## src/rtl/riscv_pkg.sv

```systemverilog
// Shared load/store encodings, FSM state type and access-size helpers for the
// memory-access stage.
package riscv_pkg;

  // FUNCT3 encodings for loads and stores.
  localparam logic [2:0] Funct3B  = 3'b000;
  localparam logic [2:0] Funct3H  = 3'b001;
  localparam logic [2:0] Funct3W  = 3'b010;
  localparam logic [2:0] Funct3Bu = 3'b100;
  localparam logic [2:0] Funct3Hu = 3'b101;

  typedef enum logic [0:0] {
    StIdle,
    StBusy
  } mem_state_e;

  typedef enum logic [1:0] {
    SizeByte,
    SizeHalf,
    SizeWord
  } access_size_e;

  // Reserved encodings fall through to word size.
  function automatic access_size_e access_size(input logic [2:0] funct3);
    case (funct3)
      Funct3B, Funct3Bu: access_size = SizeByte;
      Funct3H, Funct3Hu: access_size = SizeHalf;
      default:           access_size = SizeWord;
    endcase
  endfunction

  function automatic logic is_misaligned(input logic [2:0] funct3, input logic [1:0] addr_lo);
    case (access_size(funct3))
      SizeHalf: is_misaligned = addr_lo[0];
      SizeWord: is_misaligned = (addr_lo != 2'b00);
      default:  is_misaligned = 1'b0;
    endcase
  endfunction

endpackage

```

## src/rtl/load_align.sv

```systemverilog
// Load lane select and sign/zero extension of a 32-bit memory read word.
module load_align
  import riscv_pkg::*;
(
  input  logic [31:0] rdata,
  input  logic [2:0]  funct3,
  input  logic [1:0]  addr_lo,
  output logic [31:0] data
);

  logic [7:0]  byte_lane;
  logic [15:0] half_lane;

  // Pick the addressed byte/half and extend it to 32 bits.
  always_comb begin
    byte_lane = rdata[{addr_lo, 3'b000} +: 8];
    half_lane = addr_lo[1] ? rdata[31:16] : rdata[15:0];
    case (funct3)
      Funct3B:  data = {{24{byte_lane[7]}}, byte_lane};
      Funct3H:  data = {{16{half_lane[15]}}, half_lane};
      Funct3Bu: data = {24'h000000, byte_lane};
      Funct3Hu: data = {16'h0000, half_lane};
      default:  data = rdata;
    endcase
  end

endmodule

```

## src/rtl/mem_access.sv

```systemverilog
// Memory-access pipeline stage: issues one load/store at a time to a simple
// req/ack memory port, stalls upstream while busy, and produces a one-cycle
// writeback pulse for ALU results and completed loads.
// Optional build macro MEM_ACCESS_MISALIGN_TRAP_EN: misaligned half/word
// accesses are refused and flagged on MISALIGN instead of being issued.
module mem_access
  import riscv_pkg::*;
#(
  parameter int unsigned XLEN = 32  // only 32 is supported
) (
  input  logic            clk,
  input  logic            reset,
  input  logic            valid_in,
  input  logic [XLEN-1:0] alu_result,
  input  logic [XLEN-1:0] store_data,
  input  logic [2:0]      funct3,
  input  logic            mem_read,
  input  logic            mem_write,
  input  logic [4:0]      rd_in,
  output logic            stall,
  output logic            mem_req,
  output logic            mem_we,
  output logic [XLEN-1:0] mem_addr,
  output logic [XLEN-1:0] mem_wdata,
  output logic [3:0]      mem_be,
  input  logic            mem_ack,
  input  logic [XLEN-1:0] mem_rdata,
  output logic            wb_valid,
  output logic [XLEN-1:0] wb_data,
  output logic [4:0]      wb_rd,
  output logic            misalign
);

  mem_state_e state_q, state_d;

  logic [XLEN-1:0] addr_q;
  logic [XLEN-1:0] sdata_q;
  logic [2:0]      funct3_q;
  logic [4:0]      rd_q;
  logic            store_q;

  logic            is_mem_op;
  logic            accept;
  logic            alu_wb;
  logic            load_done;
  logic [XLEN-1:0] load_data;

  logic            wb_valid_q;
  logic [XLEN-1:0] wb_data_q;
  logic [4:0]      wb_rd_q;

`ifdef MEM_ACCESS_MISALIGN_TRAP_EN
  logic trap;
  logic misalign_q;
`endif

  // Next-state logic and completion decode.
  always_comb begin
    state_d   = state_q;
    accept    = 1'b0;
`ifdef MEM_ACCESS_MISALIGN_TRAP_EN
    trap      = 1'b0;
`endif
    is_mem_op = valid_in && (mem_read || mem_write);
    case (state_q)
      StIdle: begin
        if (is_mem_op) begin
`ifdef MEM_ACCESS_MISALIGN_TRAP_EN
          if (is_misaligned(funct3, alu_result[1:0])) begin
            trap = 1'b1;
          end else begin
            accept  = 1'b1;
            state_d = StBusy;
          end
`else
          accept  = 1'b1;
          state_d = StBusy;
`endif
        end
      end
      StBusy: begin
        if (mem_ack) begin
          state_d = StIdle;
        end
      end
      default: state_d = StIdle;
    endcase
    // Non-memory ops only retire from IDLE; BUSY ignores valid_in.
    alu_wb    = (state_q == StIdle) && valid_in && !mem_read && !mem_write;
    load_done = (state_q == StBusy) && mem_ack && !store_q;
  end

  // State register.
  always_ff @(posedge clk or posedge reset) begin
    if (reset) begin
      state_q <= StIdle;
    end else begin
      state_q <= state_d;
    end
  end

  // Capture the accepted access; read+write together is treated as a store.
  always_ff @(posedge clk or posedge reset) begin
    if (reset) begin
      addr_q   <= '0;
      sdata_q  <= '0;
      funct3_q <= 3'b000;
      rd_q     <= 5'd0;
      store_q  <= 1'b0;
    end else if (accept) begin
      addr_q   <= alu_result;
      sdata_q  <= store_data;
      funct3_q <= funct3;
      rd_q     <= rd_in;
      store_q  <= mem_write;
    end
  end

  // Memory port drive: zero whenever idle so reset clears it immediately.
  always_comb begin
    stall     = (state_q == StBusy);
    mem_req   = (state_q == StBusy);
    mem_we    = 1'b0;
    mem_addr  = '0;
    mem_wdata = '0;
    mem_be    = 4'b0000;
    if (state_q == StBusy) begin
      mem_addr = {addr_q[XLEN-1:2], 2'b00};
      if (store_q) begin
        mem_we = 1'b1;
        case (access_size(funct3_q))
          SizeByte: begin
            mem_wdata = {4{sdata_q[7:0]}};
            mem_be    = 4'b0001 << addr_q[1:0];
          end
          SizeHalf: begin
            mem_wdata = {2{sdata_q[15:0]}};
            mem_be    = addr_q[1] ? 4'b1100 : 4'b0011;
          end
          default: begin
            mem_wdata = sdata_q;
            mem_be    = 4'b1111;
          end
        endcase
      end
    end
  end

  load_align u_load_align (
    .rdata   (mem_rdata),
    .funct3  (funct3_q),
    .addr_lo (addr_q[1:0]),
    .data    (load_data)
  );

  // Writeback bundle: one-cycle pulse, data/rd held between pulses.
  always_ff @(posedge clk or posedge reset) begin
    if (reset) begin
      wb_valid_q <= 1'b0;
      wb_data_q  <= '0;
      wb_rd_q    <= 5'd0;
    end else begin
      wb_valid_q <= 1'b0;
      if (alu_wb) begin
        wb_valid_q <= 1'b1;
        wb_data_q  <= alu_result;
        wb_rd_q    <= rd_in;
      end else if (load_done) begin
        wb_valid_q <= 1'b1;
        wb_data_q  <= load_data;
        wb_rd_q    <= rd_q;
      end
    end
  end

  assign wb_valid = wb_valid_q;
  assign wb_data  = wb_data_q;
  assign wb_rd    = wb_rd_q;

`ifdef MEM_ACCESS_MISALIGN_TRAP_EN
  // One-cycle flag for a refused misaligned access.
  always_ff @(posedge clk or posedge reset) begin
    if (reset) begin
      misalign_q <= 1'b0;
    end else begin
      misalign_q <= trap;
    end
  end
  assign misalign = misalign_q;
`else
  assign misalign = 1'b0;
`endif

endmodule
```

## config.mk

```make
export PLATFORM = sky130hd
export DESIGN_NAME = mem_access
export DESIGN_NICKNAME = d
export VERILOG_FILES = /design/src/rtl/riscv_pkg.sv /design/src/rtl/load_align.sv /design/src/rtl/mem_access.sv
export SDC_FILE = /design/constraint.sdc
export NUM_CORES = 1
export LEC_CHECK = 0
export BUFFER_PORTS_ARGS = -buffer_cell sky130_fd_sc_hd__buf_4
export CORE_MARGIN = 1.5
export CORE_UTILIZATION = 42
export DETAILED_ROUTE_END_ITERATION = 10
export GPL_TIMING_DRIVEN = 0
export PLACE_DENSITY = 0.69
export SYNTH_ARGS = -nofsm -noshare
export SYNTH_HDL_FRONTEND = slang
export SYNTH_SLANG_ARGS = --single-unit
```

## constraint.sdc

```tcl
create_clock -name clk -period 8.45 [get_ports clk]
set_input_delay 1.2675 -clock clk [delete_from_list [all_inputs] [get_ports clk]]
set_output_delay 1.2675 -clock clk [all_outputs]
set_load 0.01 [all_outputs]
```

==> results.json <==
{
  "worstMarginPinSlew_ns": 0.7784,
  "setup_ws_ns": 4.836,
  "hold_depth": 2,
  "cts-resized-gates": 0,
  "dp_cells": 948,
  "core_area_sq_um": 13300,
  "die_w_microns": 120.2,
  "synth_top_flop_cell": "dfrtp_1",
  "dieArea_sq_um": 14440,
  "min_period_over_period": 0.4277,
  "start_util": 0.4337,
  "rsz0062_at_grt": "false",
  "worst_setup_path_start_kind": "flop",
  "crit_path_max_fanout": 10,
  "clkLatencyLatePin_ns": 0.35,
  "min-delay-start": "wb_rd[0]",
  "p_leak_uw": 0.003768,
  "crit_type": "reg2out",
  "syn_avg_cell_area_sq_um": 10.43,
  "crit_path_end_kind": "output pin",
  "place.gp.congestion": 0.9394,
  "via_per_inst": 5.577,
  "ant_nets": 0,
  "cts_num_sinks": 112,
  "clkSlewWorstSetupHoldPaths_ns": 0.07,
  "routed-via-count": 5371,
  "worstPathRequired_ns": 7.18,
  "crit_chain": "clkbuf_1, nand2_1, clkbuf_1, buf_1, nor2_1, buf_4",
  "fin_util": 0.5967,
  "finalHoldViolCount": 0,
  "cts_setup_buffers": 0,
  "wirelength_microns": 19320,
  "root_buffer": "clkbuf_16",
  "reg2reg_from": "mem_req",
  "status": "complete, no violations",
  "synth_compound_area_frac": 0.1612,
  "ys_seq_elements": 112,
  "drc": 0,
  "ys_warn_count": 0,
  "grt_max_degree": 61,
  "grt_pass1_vias": 5418,
  "critPathArrivalTime_ns": 2.35,
  "synthAdderAreaFrac": 0,
  "drv_slew": 0,
  "syn-cell-area_sq_um": 5766,
  "fp.dieH_microns": 120.2,
  "holdCritPathClass": "reg2reg",
  "cts_buffers": 9,
  "maxCapViolCount": 0,
  "diodes": 0,
  "max_slew_margin": 0.4811,
  "power_density_nw_per_um2": 245.3,
  "async_flop_share": 1.000,
  "synthSimpleGateAreaFrac": 0.1220,
  "reg2reg_slack_ns": 6.34,
  "fin_crit_ns": 3.614,
  "drive_gt1_frac": 0.4219,
  "io_pins": 220,
  "skew_ns": 0.005673,
  "grt_pass1_wl_microns": 29650,
  "drtIter0Drc": 339,
  "synthMuxAreaShare": 0.1827,
  "fmax_ghz": 0.2767,
  "ir_worst_vdd_mv": 0.1144,
  "grt_antenna_before_repair": 0,
  "synth_top_family_by_area": "multiplexers",
  "nNetsFinal": 893,
  "clk_path_buf_depth": 2,
  "r2r_cells": 6,
  "r2r_end": "rd_q[1]",
  "crit_top_cell": "clkbuf_1",
  "wire_per_inst_microns": 20.06,
  "synth_edf_count": 0,
  "synth-xor-area-share": 0,
  "finalSetupViolations": 0,
  "grt_overflow": 0,
  "layoutNonFillerInstCount": 963,
  "track_usage": 0.2687,
  "syn2layout_area_growth_pct": 37.61,
  "synth_cells": 553,
  "row_count": 42,
  "synth_seq_area_share": 0.4861,
  "port_buffers": 216,
  "cts_tree": "yes",
  "nFillCells": 1201,
  "post-dp-hpwl_microns": 14710,
  "slowest_stage": "buf_1",
  "synth.distinct_cells": 39,
  "dr.pass1.iters": 5,
  "cpPeakStageDelay_ns": 0.48,
  "htree_levels": 3,
  "setup-tns-final_ns": 0,
  "dp_slack_ns": 5.203,
  "hold-worst-slack_ns": 0.4840,
  "holdPathEnd": "wb_rd[0]",
  "cts.hold.buffers_added": 0
}
## synth_stat cells, drive strengths merged (2+ instances only)
master,number,area [sq um]
buf,28,163.9
a221oi,18,157.7
clkbuf,22,82.58
a21oi,40,200.2
mux2i,22,220.2
o221ai,4,35.03
o21ai,25,125.1
nor2,39,146.4
a31oi,6,37.54
a32o,2,20.02
inv,7,26.27
dfrtp,112,2803
nand3b,2,15.01
a211oi,3,22.52
a22oi,32,240.2
mux2,70,788.3
and2,30,187.7
nor3,2,10.01
nand2,57,214.0
a22o,2,17.52
a21o,3,22.52
o22ai,3,18.77
and3,8,50.05
mux4,2,45.04
nor2b,5,31.28
## kinds of logic (layout without fill, tap and decap cells)
| group | after synthesis | in the layout |
|---|---|---|
| buffers and inverters | 57 | 289 |
| DFF | 112 | 112 |
| other | 1 | 3 |
| AOI/OAI and AO/OA | 142 | 142 |
| muxes | 94 | 94 |
| and+or+nand+nor | 147 | 147 |
## stage by stage
stage,cell area (sq um),power [uW]
after floorplan,5773,1180
after global placement,7615,1506
after detailed placement,7645,1528
after CTS,7934,1954
after global routing,7934,2050
final,7934,1946
## worst max-delay path: cells and delay by family, from the launching register on
| kind | cells | cell delay [ns] |
|---|---|---|
| buffers and inverters | 4 | 1.33 |
| flip-flops | 1 | 0.38 |
| AND/OR/NAND/NOR | 2 | 0.29 |
## flip-flops by register name (all words and copies together), names as in the netlist
signal	count
addr_q	32
funct3_q	3
mem_req	1
rd_q	5
sdata_q	32
store_q	1
wb_data	32
wb_rd	5
wb_valid	1
## power by group
| group | switching [uW] | internal (uW) |
|---|---|---|
| Sequential | 92.5 | 677 |
| Combinational | 380 | 370 |
| Clock | 190 | 236 |
| Total | 662 | 1280 |
## cell type report
class / instances / area (sq um) / share of cell area
sequential: 112 / 2803 / 0.3533
multi-input combinational: 386 / 2698 / 0.3400
timing repair buffer: 217 / 1649 / 0.2079
clock buffer: 12 / 246.5 / 0.03107
buffer: 50 / 246.5 / 0.03107
tap: 176 / 220.2 / 0.02776
clock inverter: 3 / 42.54 / 0.005362
inverter: 7 / 28.78 / 0.003627
## placed cells by master, fill, tap and decap left out, types with 3 or more instances in the layout
master	Yosys	layout
a211oi_1	3	3
a21o_1	3	3
a21oi_1	40	40
a221oi_1	18	18
a22oi_1	32	32
a31oi_1	6	6
and2_1	30	30
and3_1	8	8
buf_2	17	17
buf_4	8	224
clkbuf_1	22	24
clkbuf_16	0	9
conb_1	1	3
dfrtp_1	112	112
inv_1	6	5
mux2_2	70	70
mux2i_1	22	22
nand2_1	57	57
nor2_1	39	39
nor2b_1	5	5
o21ai_0	22	22
o21ai_1	3	3
o221ai_1	4	4
o22ai_1	3	3
## how the worst max path moves through the flow
stage,from,endpoint,slack [ns]
2_1_floorplan,reset,addr_q[0],4.22
3_3_place_gp,reset,addr_q[24],2.92
3_5_place_dp,store_q,mem_be[0],5.20
4_1_cts,store_q,mem_be[0],4.82
5_1_grt,store_q,mem_be[0],4.63
6_report,store_q,mem_be[0],4.84
## metal layers
metal	up-vias	wire, microns	global-route usage
li1	2439	-	-
met1	2646	8082	0.3675
met2	234	9065	0.4179
met3	52	1349	0.04183
met4	0	823	0.1287
met5	-	0	0
No activity file was read; power rests on OpenSTA's default activity.
